`src/rtl/jh_grid_feeder.sv`:
```
// ============================================================================
// Module      : jh_grid_feeder
// Description : Row-major sweep controller feeding neighbour stencils to the
//               jh_efield FDTD kernel and writing results back by address.
// Revision    : 1.0 - initial release
// ============================================================================
`default_nettype none

module jh_grid_feeder #(
  parameter int NR  = 4,
  parameter int NZ  = 5,
  parameter int AW  = 10,
  parameter int LAT = 5
) (
  input  logic          clock,
  input  logic          rst,
  input  logic          start,
  output logic          busy,
  output logic          done,
  output logic          rd_en,
  output logic [AW-1:0] rd_addr,
  input  logic [26:0]   rd_data,
  output logic [AW-1:0] rc_addr,
  input  logic [26:0]   rc_data,
  output logic [26:0]   V_top,
  output logic [26:0]   V_bottom,
  output logic [26:0]   V_left,
  output logic [26:0]   V_right,
  output logic [26:0]   r,
  output logic          k_valid,
  input  logic [26:0]   fdtd_result,
  output logic          wr_en,
  output logic [AW-1:0] wr_addr,
  output logic [26:0]   wr_data
);

  localparam logic [AW-1:0] C_NZ    = AW'(NZ);
  localparam logic [AW-1:0] C_JLAST = AW'(NZ - 2);
  localparam logic [AW-1:0] C_ILAST = AW'(NR - 2);

  typedef enum logic [1:0] {
    S_IDLE    = 2'd0,
    S_ROW_PRE = 2'd1,
    S_NODE    = 2'd2,
    S_DRAIN   = 2'd3
  } state_t;

  state_t        r_state, w_state_nxt;
  logic [1:0]    r_ph;
  logic [AW-1:0] r_i, r_j, r_base;
  logic [26:0]   r_row;

  // Tags describing what the read issued last cycle returns this cycle
  logic          w_rd_row, w_rd_top, w_rd_bot, w_rd_issue;
  logic          r_d_row, r_d_top, r_d_bot, r_d_issue;
  logic [AW-1:0] r_d_addr;

  logic [26:0]   r_top_h, r_bot_h, r_sr_left, r_sr_mid;
  logic [26:0]   r_vt, r_vb, r_vl, r_vr, r_rout;
  logic          r_kv;
  logic [AW-1:0] r_ka;

  logic [LAT-1:0] r_pv;
  logic [AW-1:0]  r_pa [LAT];
  logic           w_pipe_busy;

  assign w_pipe_busy = r_d_issue | r_kv | (|r_pv);

  always_ff @(posedge clock or negedge rst) begin
    if (!rst) r_state <= S_IDLE;
    else      r_state <= w_state_nxt;
  end

  always_comb begin
    w_state_nxt = r_state;
    rd_en       = 1'b0;
    rd_addr     = '0;
    w_rd_row    = 1'b0;
    w_rd_top    = 1'b0;
    w_rd_bot    = 1'b0;
    w_rd_issue  = 1'b0;
    done        = 1'b0;
    case (r_state)
      S_IDLE: begin
        if (start) w_state_nxt = S_ROW_PRE;
      end
      S_ROW_PRE: begin
        rd_en    = 1'b1;
        rd_addr  = r_base + AW'(r_ph);
        w_rd_row = 1'b1;
        if (r_ph == 2'd1) w_state_nxt = S_NODE;
      end
      S_NODE: begin
        rd_en = 1'b1;
        case (r_ph)
          2'd0: begin
            rd_addr  = r_base + C_NZ + r_j;
            w_rd_top = 1'b1;
          end
          2'd1: begin
            rd_addr  = r_base - C_NZ + r_j;
            w_rd_bot = 1'b1;
          end
          default: begin
            rd_addr    = r_base + r_j + AW'(1);
            w_rd_row   = 1'b1;
            w_rd_issue = 1'b1;
            if (r_j == C_JLAST)
              w_state_nxt = (r_i == C_ILAST) ? S_DRAIN : S_ROW_PRE;
          end
        endcase
      end
      default: begin
        if (!w_pipe_busy) begin
          done        = 1'b1;
          w_state_nxt = S_IDLE;
        end
      end
    endcase
  end

  // Sweep counters; r_base tracks i*NZ so no multiplier is needed
  always_ff @(posedge clock or negedge rst) begin
    if (!rst) begin
      r_ph   <= '0;
      r_i    <= '0;
      r_j    <= '0;
      r_base <= '0;
      r_row  <= '0;
    end else begin
      case (r_state)
        S_IDLE: begin
          if (start) begin
            r_i    <= AW'(1);
            r_base <= C_NZ;
            r_ph   <= '0;
          end
        end
        S_ROW_PRE: begin
          if (r_ph == 2'd0) begin
            r_ph <= 2'd1;
          end else begin
            r_ph  <= '0;
            r_j   <= AW'(1);
            r_row <= rc_data;
          end
        end
        S_NODE: begin
          if (r_ph != 2'd2) begin
            r_ph <= r_ph + 2'd1;
          end else begin
            r_ph <= '0;
            if (r_j != C_JLAST) begin
              r_j <= r_j + AW'(1);
            end else if (r_i != C_ILAST) begin
              r_i    <= r_i + AW'(1);
              r_base <= r_base + C_NZ;
            end
          end
        end
        default: ;
      endcase
    end
  end

  always_ff @(posedge clock or negedge rst) begin
    if (!rst) begin
      r_d_row   <= 1'b0;
      r_d_top   <= 1'b0;
      r_d_bot   <= 1'b0;
      r_d_issue <= 1'b0;
      r_d_addr  <= '0;
      r_top_h   <= '0;
      r_bot_h   <= '0;
      r_sr_left <= '0;
      r_sr_mid  <= '0;
      r_vt      <= '0;
      r_vb      <= '0;
      r_vl      <= '0;
      r_vr      <= '0;
      r_rout    <= '0;
      r_kv      <= 1'b0;
      r_ka      <= '0;
      r_pv      <= '0;
      for (int s = 0; s < LAT; s++) r_pa[s] <= '0;
    end else begin
      r_d_row   <= w_rd_row;
      r_d_top   <= w_rd_top;
      r_d_bot   <= w_rd_bot;
      r_d_issue <= w_rd_issue;
      if (w_rd_issue) r_d_addr <= r_base + r_j;
      if (r_d_top) r_top_h <= rd_data;
      if (r_d_bot) r_bot_h <= rd_data;
      if (r_d_row) begin
        r_sr_left <= r_sr_mid;
        r_sr_mid  <= rd_data;
      end
      // Left comes from the pre-shift register: it still holds (i,j-1) here
      r_kv <= r_d_issue;
      if (r_d_issue) begin
        r_vt   <= r_top_h;
        r_vb   <= r_bot_h;
        r_vl   <= r_sr_left;
        r_vr   <= rd_data;
        r_rout <= r_row;
        r_ka   <= r_d_addr;
      end
      for (int s = LAT - 1; s > 0; s--) begin
        r_pv[s] <= r_pv[s-1];
        r_pa[s] <= r_pa[s-1];
      end
      r_pv[0] <= r_kv;
      r_pa[0] <= r_ka;
    end
  end

  assign busy     = (r_state != S_IDLE);
  assign rc_addr  = r_i;
  assign V_top    = r_vt;
  assign V_bottom = r_vb;
  assign V_left   = r_vl;
  assign V_right  = r_vr;
  assign r        = r_rout;
  assign k_valid  = r_kv;
  assign wr_en    = r_pv[LAT-1];
  assign wr_addr  = r_pa[LAT-1];
  assign wr_data  = r_pv[LAT-1] ? fdtd_result : '0;

endmodule

`default_nettype wire

```
`config.mk`:
```
export PLATFORM = sky130hd
export DESIGN_NAME = jh_grid_feeder
export DESIGN_NICKNAME = d
export VERILOG_FILES = /design/src/rtl/jh_grid_feeder.sv
export SDC_FILE = /design/constraint.sdc
export NUM_CORES = 1
export LEC_CHECK = 0
export ABC_AREA = 1
export BUFFER_PORTS_ARGS = -buffer_cell sky130_fd_sc_hd__buf_2
export CORE_MARGIN = 2
export CORE_UTILIZATION = 51
export DETAILED_ROUTE_END_ITERATION = 10
export PLACE_DENSITY = 0.83
export SLEW_MARGIN = 5
export SYNTH_ARGS = -nofsm -noshare
export SYNTH_HDL_FRONTEND = slang
export SYNTH_SLANG_ARGS = --single-unit
```
`constraint.sdc`:
```
create_clock -name clock -period 2.6 [get_ports clock]
set_input_delay 0.26 -clock clock [delete_from_list [all_inputs] [get_ports clock]]
set_output_delay 0.26 -clock clock [all_outputs]
set_load 0.03 [all_outputs]
```
==> impl_metrics.xml <==
<?xml version="1.0" encoding="UTF-8"?>
<metrics>
  <group name="placed_design">
    <metric name="globalplace.congestion" unit="">0.906</metric>
    <metric name="port-buffer-count" unit="">280</metric>
    <metric name="dp_area" unit="um^2">19300</metric>
    <metric name="dp_worst_setup_slack" unit="ns">-0.417</metric>
    <metric name="dp.final_hpwl" unit="um">29400</metric>
  </group>
  <group name="detailed_routing">
    <metric name="ant_nets" unit="">0</metric>
    <metric name="dr_total_vias" unit="">13100</metric>
    <metric name="post-route-drc-count" unit="">0</metric>
    <metric name="dr.pass1.iters" unit="">7</metric>
    <metric name="dr.first_iter.drc_count" unit="">908</metric>
    <metric name="wire_per_inst" unit="um">17.0</metric>
    <metric name="vias_per_cell" unit="">5.16</metric>
    <metric name="drt_wl_total" unit="um">43200</metric>
  </group>
  <group name="global_routing">
    <metric name="grt_antenna_before_repair" unit="">0</metric>
    <metric name="globalRouteTotalUtil" unit="%">25.5</metric>
    <metric name="wire_length_of_the_first_global_routing_pass" unit="um">68400</metric>
    <metric name="grt_pass1_vias" unit="">13500</metric>
    <metric name="globalRoute.totalOverflow" unit="">0</metric>
    <metric name="grt_start_max_net_pins" unit="">121</metric>
  </group>
  <group name="worst_setup_path">
    <metric name="timing.critical_path.from_type" unit="">register</metric>
    <metric name="rr_endpoint" unit="">rc_addr[4]</metric>
    <metric name="type_of_destination_of_the_critical_path" unit="">primary output</metric>
    <metric name="worstSetupPathType" unit="">reg2out</metric>
    <metric name="worst_path_max_delay_cell" unit="">sky130_fd_sc_hd__dfrtp_1</metric>
    <metric name="cp.depth" unit="">16</metric>
    <metric name="crit_path_cell_trace" unit="">buf_4, ha_4, inv_2, fa_1, inv_2, nand2_2, nor2_4, nand3_2, nor2_4, nand3_2, nor2_2, nand3_1, nand3_1, nand2_1, a21oi_4, buf_6</metric>
    <metric name="arr_time_crit_path" unit="ns">3.17</metric>
    <metric name="reg2reg_setup_slack" unit="ns">0.40</metric>
    <metric name="cp-startpoint" unit="">r_base[0]</metric>
    <metric name="worstPathRequired" unit="ns">2.34</metric>
    <metric name="crit_path_end" unit="">rd_addr[9]</metric>
    <metric name="critical_path.n_buffers_inverters" unit="">4</metric>
    <metric name="critical_path.max_stage_delay" unit="ns">0.42</metric>
    <metric name="rr_startpoint" unit="">r_state[0]</metric>
    <metric name="critPathTopFamily" unit="">simple AND/OR/NAND/NOR gates</metric>
    <metric name="critical_path.max_fanout" unit="">4</metric>
    <metric name="worstRegToRegCells" unit="">11</metric>
  </group>
  <group name="die">
    <metric name="chipWidth" unit="um">184</metric>
    <metric name="pin_count" unit="">281</metric>
    <metric name="die_h" unit="um">184</metric>
    <metric name="placementRows" unit="">66</metric>
    <metric name="core-area" unit="um^2">32300</metric>
    <metric name="dieArea" unit="um^2">34000</metric>
    <metric name="floorplan.initialDensity" unit="%">51.4</metric>
  </group>
  <group name="synth">
    <metric name="syn-num-nets" unit="">1772</metric>
    <metric name="post-synth-top-area-fraction" unit="%">58.0</metric>
    <metric name="yosys.area.top_type" unit="">sky130_fd_sc_hd__dfrtp_1</metric>
    <metric name="ys_types" unit="">46</metric>
    <metric name="yosys_warnings" unit="">0</metric>
    <metric name="syn_area_per_cell" unit="um^2">10.1</metric>
    <metric name="yosys.cell_count.top_type" unit="">sky130_fd_sc_hd__dfrtp_1</metric>
    <metric name="synthesis.area" unit="um^2">16600</metric>
    <metric name="ranking_of_synthesized_cells_by_instance_count" unit="">384 x sky130_fd_sc_hd__dfrtp_1, 242 x sky130_fd_sc_hd__nand2_1, 211 x sky130_fd_sc_hd__inv_1</metric>
    <metric name="synth_top_cells_by_area" unit="">sky130_fd_sc_hd__dfrtp_1 58%, sky130_fd_sc_hd__mux2_2 8.0%, sky130_fd_sc_hd__nand2_1 5.5%, sky130_fd_sc_hd__inv_1 4.8%, sky130_fd_sc_hd__a21oi_1 3.8%</metric>
    <metric name="synth_sequential_area_ratio" unit="%">58.0</metric>
    <metric name="postSynth.asyncResetShare" unit="%">100</metric>
    <metric name="yosys_register_bits" unit="">384</metric>
    <metric name="post_synth_edffs" unit="">0</metric>
    <metric name="synth_ff_type" unit="">sky130_fd_sc_hd__dfrtp_1</metric>
    <metric name="netlist_instances" unit="">1637</metric>
  </group>
  <group name="cells_and_area">
    <metric name="insertedDiodeCount" unit="">0</metric>
    <metric name="area_growth" unit="%">30.4</metric>
    <metric name="drive_gt1_share" unit="%">34.3</metric>
    <metric name="final_area" unit="um^2">21600</metric>
    <metric name="nets" unit="">2202</metric>
    <metric name="layout.core_utilization" unit="%">67.0</metric>
  </group>
  <group name="clocking">
    <metric name="cts.sinks" unit="">384</metric>
    <metric name="path_clk_slew" unit="ns">0.06</metric>
    <metric name="tritoncts" unit="">built</metric>
    <metric name="clock-root-buffer" unit="">sky130_fd_sc_hd__clkbuf_16</metric>
    <metric name="clockBufferDepth" unit="">3</metric>
    <metric name="clock_insertion_delay_worst_skew" unit="ns">0.54</metric>
    <metric name="cts_buffers" unit="">41</metric>
    <metric name="cts_htree_levels" unit="">2</metric>
  </group>
  <group name="sta">
    <metric name="maxSlewHeadroom" unit="%">36.0</metric>
    <metric name="period_minus_slack" unit="ns">3.43</metric>
    <metric name="fin_crit_sh" unit="%">132</metric>
    <metric name="final-setup-viol-count" unit="">9</metric>
    <metric name="max_clock_freq" unit="MHz">291</metric>
    <metric name="final.setup.worst_slack" unit="ns">-0.832</metric>
    <metric name="finalMaxSlewViolations" unit="">0</metric>
    <metric name="report.final.hold_viol_count" unit="">0</metric>
    <metric name="rsz_0062_raised_after_global_routing" unit="">true</metric>
    <metric name="worst-slew-pin-transition" unit="ns">0.960</metric>
    <metric name="post_route_skew" unit="ns">0.0264</metric>
  </group>
  <group name="outcome">
    <metric name="failed_checks" unit="">negative setup slack</metric>
    <metric name="outcome" unit="">complete, but fails checks</metric>
  </group>
  <group name="power_and_ir_drop">
    <metric name="total_power" unit="mW">29.6</metric>
    <metric name="static-leakage-power" unit="nW">10.6</metric>
    <metric name="power.density_cell_area" unit="nW/um^2">1370</metric>
    <metric name="irDropWorstVdd" unit="uV">834</metric>
  </group>
  <group name="job">
    <metric name="cap_violations" unit="">0</metric>
  </group>
  <group name="worst_hold_path">
    <metric name="holdCritPathClass" unit="">in2reg</metric>
  </group>
</metrics>
## through the flow
step	TNS (ns)	hold slack (ns)	instances
2_1_floorplan	-0.407	-0.0356	1637
3_5_place_dp	-2.47	0.253	2408
3_3_place_gp	-1.98	0.248	2408
5_1_grt	-7.67	0.0210	2535
4_1_cts	-6.74	0.00440	2527
6_report	-6.15	0.0251	2535
## how the worst min path moves through the flow
stage / end / slack [ns] / start / depth (start not counted)
6_report: r_bot_h[15] / 0.03 / rd_data[15] / 3
5_1_grt: r_sr_mid[18] / 0.02 / rd_data[18] / 3
4_1_cts: r_sr_mid[2] / 0.004 / rd_data[2] / 3
3_5_place_dp: r_pa[37] / 0.25 / rst / 1
3_3_place_gp: r_pa[37] / 0.25 / rst / 1
2_1_floorplan: V_bottom[0] / -0.04 / rst / 0
## what timing repair did
| item | 4_1_cts | 5_1_grt |
|---|---|---|
| setup buffers | 10 | 8 |
| pin swaps | 27 | 33 |
| hold buffers | 40 | 0 |
| hold endpoints to repair | 114 | 0 |
| gates resized for setup | 35 | 52 |
| setup endpoints to repair | 9 | 9 |
## cell type report
class	count	area [um^2]
clock buffers	54	1160
clock inverters	15	283
fillers	2414	10700
inverters	217	815
multi-input cells	962	6190
flip-flops and latches	384	9620
well taps	442	553
repair buffers	461	3010
## logic make-up (layout without fill, tap and decap cells)
kind of cell               count (synthesis)  after routing  synth area share (%)
and+or+nand+nor                          482            482                  12.6
DFF                                      384            384                  58.0
buffers and inverters                    291            747                  6.97
AOI/OAI and AO/OA                        290            290                  9.33
muxes                                    118            118                  8.01
adders and majority gates                 51             51                  4.07
xor gates and xnor gates                  21             21                  1.11
## layer usage
layer	share of wire [%]	track usage (%)	routed length, um	up-vias
met5	0	0	0	-
met4	3.0	9.12	1320	0
met3	6.0	4.66	2590	95
met2	51	44.4	21800	446
met1	40	31.7	17400	6399
li1	-	-	-	6133
## state kept, by name, summed over array words and instances, names as in the netlist, 27 cells and up
name	count
r_sr_left	27
r	27
V_bottom	27
r_top_h	27
V_top	27
V_left	27
r_sr_mid	27
r_pa	40
V_right	27
r_row	27
r_bot_h	27
## report_power, final
| part | switching [mW] | internal, mW | total [mW] |
|---|---|---|---|
| clock network | 2.34 | 3.83 | 6.17 |
| registers | 1.55 | 8.78 | 10.3 |
| logic | 8.17 | 4.88 | 13.1 |
## cell usage in the layout (no fill, tap or decap), types with 7 or more instances in the layout
master                          count
sky130_fd_sc_hd__buf_12             7
sky130_fd_sc_hd__o21ai_1            9
sky130_fd_sc_hd__clkbuf_16         42
sky130_fd_sc_hd__nand4_1           11
sky130_fd_sc_hd__nor2_2             7
sky130_fd_sc_hd__buf_6              8
sky130_fd_sc_hd__o21ai_2            7
sky130_fd_sc_hd__bufinv_16          7
sky130_fd_sc_hd__nor2_1           132
sky130_fd_sc_hd__o21ai_0          111
sky130_fd_sc_hd__ha_4               8
sky130_fd_sc_hd__a21oi_2           13
sky130_fd_sc_hd__nor3_1            10
sky130_fd_sc_hd__o31ai_1            8
sky130_fd_sc_hd__nand3_1           37
sky130_fd_sc_hd__dfrtp_1          380
sky130_fd_sc_hd__nand2_1          229
sky130_fd_sc_hd__inv_2             16
sky130_fd_sc_hd__ha_1              36
sky130_fd_sc_hd__buf_2            272
sky130_fd_sc_hd__xor2_1             9
sky130_fd_sc_hd__nand3_2            9
sky130_fd_sc_hd__a21oi_1          111
sky130_fd_sc_hd__inv_1            200
sky130_fd_sc_hd__buf_4            133
sky130_fd_sc_hd__dlygate4sd3_1     40
sky130_fd_sc_hd__mux2_2           118
sky130_fd_sc_hd__o22ai_1           10
sky130_fd_sc_hd__nand2_2           20
## tightest hold or removal path, stage by stage
cell and delay (ns):
sky130_fd_sc_hd__buf_2 0.14, sky130_fd_sc_hd__nand2_1 0.05, sky130_fd_sc_hd__o21ai_0 0.07
(Power assumes the default switching activity.)
